### src/rtl/dilithium_job_arbiter.sv
// Shares one dilithium core between two requesters: round-robin grant, start pulse, stream routing, stall watchdog.
// Latency: grant one cycle after an accepted request, core_start on the grant cycle, streams are combinational in RUN.
// Backpressure: ready/valid passed straight through to the owner; non-owner sees ready=0 and valid=0.
module dilithium_job_arbiter #(
  parameter int TIMEOUT_CYCLES   = 65536,
  parameter int ABORT_RST_CYCLES = 4
) (
  input  logic        clk,
  input  logic        rst,
  input  logic        req0_req,
  input  logic [1:0]  req0_mode,
  input  logic [2:0]  req0_sec_lvl,
  output logic        gnt0,
  output logic        req0_err,
  input  logic        req0_valid_i,
  output logic        req0_ready_i,
  input  logic [63:0] req0_data_i,
  output logic        req0_valid_o,
  input  logic        req0_ready_o,
  output logic [63:0] req0_data_o,
  output logic        req0_done,
  output logic        req0_last,
  input  logic        req1_req,
  input  logic [1:0]  req1_mode,
  input  logic [2:0]  req1_sec_lvl,
  output logic        gnt1,
  output logic        req1_err,
  input  logic        req1_valid_i,
  output logic        req1_ready_i,
  input  logic [63:0] req1_data_i,
  output logic        req1_valid_o,
  input  logic        req1_ready_o,
  output logic [63:0] req1_data_o,
  output logic        req1_done,
  output logic        req1_last,
  output logic        core_start,
  output logic [1:0]  core_mode,
  output logic [2:0]  core_sec_lvl,
  output logic        core_rst,
  output logic        core_valid_i,
  input  logic        core_ready_i,
  output logic [63:0] core_data_i,
  input  logic        core_valid_o,
  output logic        core_ready_o,
  input  logic [63:0] core_data_o,
  input  logic        core_done,
  input  logic        core_last,
  output logic        busy
);

  localparam int WD_W = $clog2(TIMEOUT_CYCLES + 1);
  localparam int AB_W = $clog2(ABORT_RST_CYCLES + 1);
  localparam logic [WD_W-1:0] WD_LAST = WD_W'(TIMEOUT_CYCLES - 1);
  localparam logic [AB_W-1:0] AB_LAST = AB_W'(ABORT_RST_CYCLES - 1);

  typedef enum logic [2:0] {
    S_IDLE, S_ISSUE, S_RUN, S_RELEASE, S_ABORT
  } state_t;

  state_t          state_q, state_d;
  logic            rr_q, rr_d;
  logic            owner_q, owner_d;
  logic [1:0]      mode_q, mode_d;
  logic [2:0]      sec_q, sec_d;
  logic [WD_W-1:0] wd_q, wd_d;
  logic [AB_W-1:0] ab_q, ab_d;

  logic       run;
  logic       cand;
  logic [1:0] cand_mode;
  logic [2:0] cand_sec;
  logic       cand_legal;
  logic       reject;
  logic       hs;
  logic       abort_first;
  logic       own0;
  logic       own1;

  assign run  = (state_q == S_RUN);
  assign own0 = run && !owner_q;
  assign own1 = run &&  owner_q;

  // Pick the candidate requester (RR pointer breaks ties) and check its job configuration.
  always_comb begin
    cand = rr_q;
    if (req0_req && !req1_req) cand = 1'b0;
    else if (req1_req && !req0_req) cand = 1'b1;
    cand_mode  = cand ? req1_mode    : req0_mode;
    cand_sec   = cand ? req1_sec_lvl : req0_sec_lvl;
    cand_legal = (cand_mode != 2'd3) &&
                 ((cand_sec == 3'd2) || (cand_sec == 3'd3) || (cand_sec == 3'd5));
  end

  // Stream routing: only the owner is connected, and only while the job runs.
  assign core_valid_i = run && (owner_q ? req1_valid_i : req0_valid_i);
  assign core_data_i  = run ? (owner_q ? req1_data_i : req0_data_i) : 64'd0;
  assign core_ready_o = run && (owner_q ? req1_ready_o : req0_ready_o);
  assign req0_ready_i = own0 && core_ready_i;
  assign req1_ready_i = own1 && core_ready_i;
  assign req0_valid_o = own0 && core_valid_o;
  assign req1_valid_o = own1 && core_valid_o;
  assign req0_data_o  = own0 ? core_data_o : 64'd0;
  assign req1_data_o  = own1 ? core_data_o : 64'd0;
  assign req0_done    = own0 && core_done;
  assign req1_done    = own1 && core_done;
  assign req0_last    = own0 && core_last;
  assign req1_last    = own1 && core_last;

  assign hs = (core_valid_i && core_ready_i) || (core_valid_o && core_ready_o);

  assign gnt0         = ((state_q == S_ISSUE) || run) && !owner_q;
  assign gnt1         = ((state_q == S_ISSUE) || run) &&  owner_q;
  assign busy         = (state_q != S_IDLE);
  assign core_rst     = rst || (state_q == S_ABORT);
  assign core_mode    = mode_q;
  assign core_sec_lvl = sec_q;

  // Error pulses are suppressed while rst is high so a reset never looks like a rejection.
  assign abort_first = (state_q == S_ABORT) && (ab_q == '0);
  assign req0_err = !rst && ((reject && !cand) || (abort_first && !owner_q));
  assign req1_err = !rst && ((reject &&  cand) || (abort_first &&  owner_q));

  // Next-state logic: arbitration, job sequencing, watchdog and abort timing.
  always_comb begin
    state_d    = state_q;
    rr_d       = rr_q;
    owner_d    = owner_q;
    mode_d     = mode_q;
    sec_d      = sec_q;
    wd_d       = '0;
    ab_d       = '0;
    reject     = 1'b0;
    core_start = 1'b0;
    case (state_q)
      S_IDLE: begin
        if (req0_req || req1_req) begin
          if (!cand_legal) begin
            // Move the pointer away so a misbehaving requester cannot starve the other.
            reject = 1'b1;
            rr_d   = ~cand;
          end else begin
            owner_d = cand;
            mode_d  = cand_mode;
            sec_d   = cand_sec;
            state_d = S_ISSUE;
          end
        end
      end
      S_ISSUE: begin
        core_start = 1'b1;
        state_d    = S_RUN;
      end
      S_RUN: begin
        if (core_done) begin
          state_d = S_RELEASE;
        end else if (!hs && (wd_q == WD_LAST)) begin
          state_d = S_ABORT;
        end else begin
          wd_d = hs ? '0 : wd_q + 1'b1;
        end
      end
      S_RELEASE: begin
        rr_d    = ~owner_q;
        state_d = S_IDLE;
      end
      S_ABORT: begin
        if (ab_q == AB_LAST) begin
          rr_d    = ~owner_q;
          state_d = S_IDLE;
        end else begin
          ab_d = ab_q + 1'b1;
        end
      end
      default: state_d = S_IDLE;
    endcase
  end

  // State register with synchronous reset.
  always_ff @(posedge clk) begin
    if (rst) begin
      state_q <= S_IDLE;
      rr_q    <= 1'b0;
      owner_q <= 1'b0;
      mode_q  <= 2'd0;
      sec_q   <= 3'd0;
      wd_q    <= '0;
      ab_q    <= '0;
    end else begin
      state_q <= state_d;
      rr_q    <= rr_d;
      owner_q <= owner_d;
      mode_q  <= mode_d;
      sec_q   <= sec_d;
      wd_q    <= wd_d;
      ab_q    <= ab_d;
    end
  end

endmodule

### config.mk
export PLATFORM = sky130hd
export DESIGN_NAME = dilithium_job_arbiter
export DESIGN_NICKNAME = d
export VERILOG_FILES = /design/src/rtl/dilithium_job_arbiter.sv
export SDC_FILE = /design/constraint.sdc
export NUM_CORES = 1
export LEC_CHECK = 0
export BUFFER_PORTS_ARGS = -buffer_cell sky130_fd_sc_hd__buf_2
export CORE_AREA = 2 2 166 168
export DETAILED_ROUTE_END_ITERATION = 8
export DIE_AREA = 0 0 168 170
export GPL_ROUTABILITY_DRIVEN = 0
export SLEW_MARGIN = 25
export SYNTH_ARGS = -nofsm -noshare
export SYNTH_HDL_FRONTEND = slang
export SYNTH_SLANG_ARGS = --single-unit
### constraint.sdc
create_clock -name clk -period 3.4 [get_ports clk]
set_clock_uncertainty 0.15 [all_clocks]
set_input_delay 0.17 -clock clk [delete_from_list [all_inputs] [get_ports clk]]
set_output_delay 0.17 -clock clk [all_outputs]
set_load 0.01 [all_outputs]
==> results.yml <==
outcome:
  status: "finished clean"
synth:
  synth-edff-count: 0
  synth-simple-area-share_pct: 42.0
  synth_top_family_by_area: "simple AND/OR/NAND/NOR gates"
  synth_nets: 710
  netlist_area_um2: 3470
  synth-xor-area-share_pct: 3.53
  ys_seq_elements: 30
  synthAdderAreaFrac_pct: 2.13
  ys.flop_type: "dfxtp_1"
  netlist_instances: 491
  async_flop_share_pct: 0
  ys_seq_area_share_pct: 17.3
  synthMuxAreaShare_pct: 20.2
  synth_cell_types: 46
  avgSynthCellArea_um2: 7.07
  synth_compound_gate_area_share_pct: 7.32
  yosys_warnings: 0
grt:
  grt_max_degree: 137
  antenna_found_initial: 4
  overflow: 0
  grt_pass1_vias: 4263
  grt_pass1_wl_um: 23400
  grt_use_total_pct: 10.5
critical_path:
  crit_arrival_ns: 2.21
  cpLargestDelayFamily: "buffers and inverters"
  end_kind: "output pin"
  crit_start: "state_q[0]"
  crit_type: "flop to output pin"
  cp.required_ns: 3.08
  crit_chain: "nand2b_1 -> nor2_4 -> buf_4 -> and3_1 -> buf_2"
  critical-path-max-stage-delay_ns: 0.71
  crit_slowest_cell: "buf_4"
  r2r-start: "wd_q[0]"
  crit_path_start_kind: "flop"
  cp_max_fo: 136
  path_buf_inv: 2
clock_tree:
  cts-root-buf: "clkbuf_16"
  cts_made_buffers: 5
  cts_buffer_depth: 2
  clk_latency_ns: 0.27
  cts_tree: "built"
  cts.htree.levels: 2
  postCtsSetupBuffers: 0
  clock-sinks: 30
  cts_resized: 0
  postCtsHoldBufs: 0
  clk_pin_slew_worst_paths_ns: 0.05
timing:
  worst_slack_ns: 0.871
  drv_slew: 0
  rsz0062_at_grt: "no"
  tightest_slew_ns: 1.00
  period_minus_slack_ns: 2.53
  fin_crit_sh_pct: 74.4
  finalHoldViolCount: 0
  setup_violations: 0
  max_freq_mhz: 395
  slew_headroom_pct: 33.1
  totalNegativeSetupSlack_ns: 0
drt:
  drc: 0
  drtPass1Iterations: 5
  drt_wl_total_um: 17400
  ant_nets: 0
  post_drt_wl_per_cell_um: 14.2
  drtIter0Drc: 294
  viasPerCell: 4.13
  vias: 5058
floorplanning:
  num_rows: 60
  die_w_um: 168
  dieArea_um2: 28600
  core-area_um2: 26700
  io_pins: 428
  initial_core_util_pct: 13.0
  die_y_um: 170
layout:
  mostFrequentLayoutCells: "buf_2, and3_1, nor2_1"
  nets: 1098
  final_area_um2: 6030
  area_delta_synth_final_pct: 73.6
  final_common_cell: "buf_2"
  drive_above_1_share_pct: 51.7
pwr:
  sequentialPowerShare_pct: 25.8
  finalPower_mw: 1.46
  max-vdd-ir-drop_mv: 0.260
  p_sw_mw: 0.523
  intPower_mw: 0.940
  power_leakage_nw: 3.70
  power.density_nw_per_um2: 243
  clkPwrFrac_pct: 29.4
  switching_share_pct: 35.8
  p_comb_share_pct: 44.8
placed_design:
  dp_hpwl_um: 14300
  place_area_um2: 5870
  io_buffers: 427
  pre_cts_slack_ns: 0.943
run:
  maxCapViolCount: 0
min_path:
  min_path_type: "primary input to flop"
  min-delay-start: "core_done"
## power by group through the flow
stage               combinational [mW]  sequential (mW)  clock, mW
floorplan                        0.364            0.385          0
global placement                 0.652            0.385          0
detailed placement               0.657            0.384          0
CTS                              0.659            0.377      0.443
global route                     0.715            0.379      0.464
finish                           0.655            0.378      0.431
## Yosys cell counts (all sizes together), types with 4 or more instances
cell type  instances  area [um^2]
dfxtp             30          601
a311oi             4         41.3
nand3              8         40.0
nor2              97          372
and3             138          865
xor2              10         87.6
buf                7         45.0
xnor2              4         35.0
nand2             17         63.8
inv               12         45.1
clkbuf            43          171
ha                 5         62.6
a21oi             10         65.1
mux2i             70          701
## registers in the layout, indices dropped and copies added (netlist names)
| register | cells |
|---|---|
| core_sec_lvl | 3 |
| owner_q | 1 |
| core_mode | 2 |
| ab_q | 3 |
| state_q | 3 |
| rr_q | 1 |
| wd_q | 17 |
## cells by family after synthesis
kind of cell             Yosys count
buffers and inverters             62
multiplexers                      70
flip-flops                        30
AO/OA/AOI/OAI                     32
adder cells (fa/ha/maj)            6
XOR/XNOR                          14
AND/OR/NAND/NOR                  277
## per-stage QoR
step,hold slack [ns],util [%],instances
3_3_place_gp,0.307,22.0,1213
5_1_grt,0.119,22.6,1223
3_5_place_dp,0.309,22.0,1213
2_1_floorplan,0.195,-,491
4_1_cts,0.0904,22.6,1221
6_report,0.0924,22.6,1224
## layer usage
layer / share of wire (%) / wire length (um) / GRT usage (%) / vias to the layer above
li1: - / - / - / 2504
met1: 39 / 6830 / 12.2 / 2224
met2: 50 / 8760 / 19.4 / 305
met3: 8.0 / 1390 / 1.98 / 23
met4: 2.2 / 386 / 3.14 / 2
met5: 0.069 / 12 / 0 / -
## tightest hold or removal path, stage by stage
cell and delay, ns:
buf_2 0.13, nand2_1 0.09, a21oi_1 0.07
## worst paths after layout
kind,depth (start not counted),to,slack [ns]
worst max register to register,7,wd_q[12],0.97
worst min-delay path,3,state_q[0],0.09
worst min register to register,1,ab_q[0],0.31
worst max-delay path,5,req0_data_o[63],0.87
## cell type report
class,instances,area (um^2)
inverters,12,45.0
flip-flops and latches,30,604
multi-input cells,399,2620
diodes,3,7.51
clock inverters,1,5.00
repair buffers,431,2180
clock buffers,7,143
well taps,341,427
fillers,2983,20600
(Power assumes the default switching activity.)
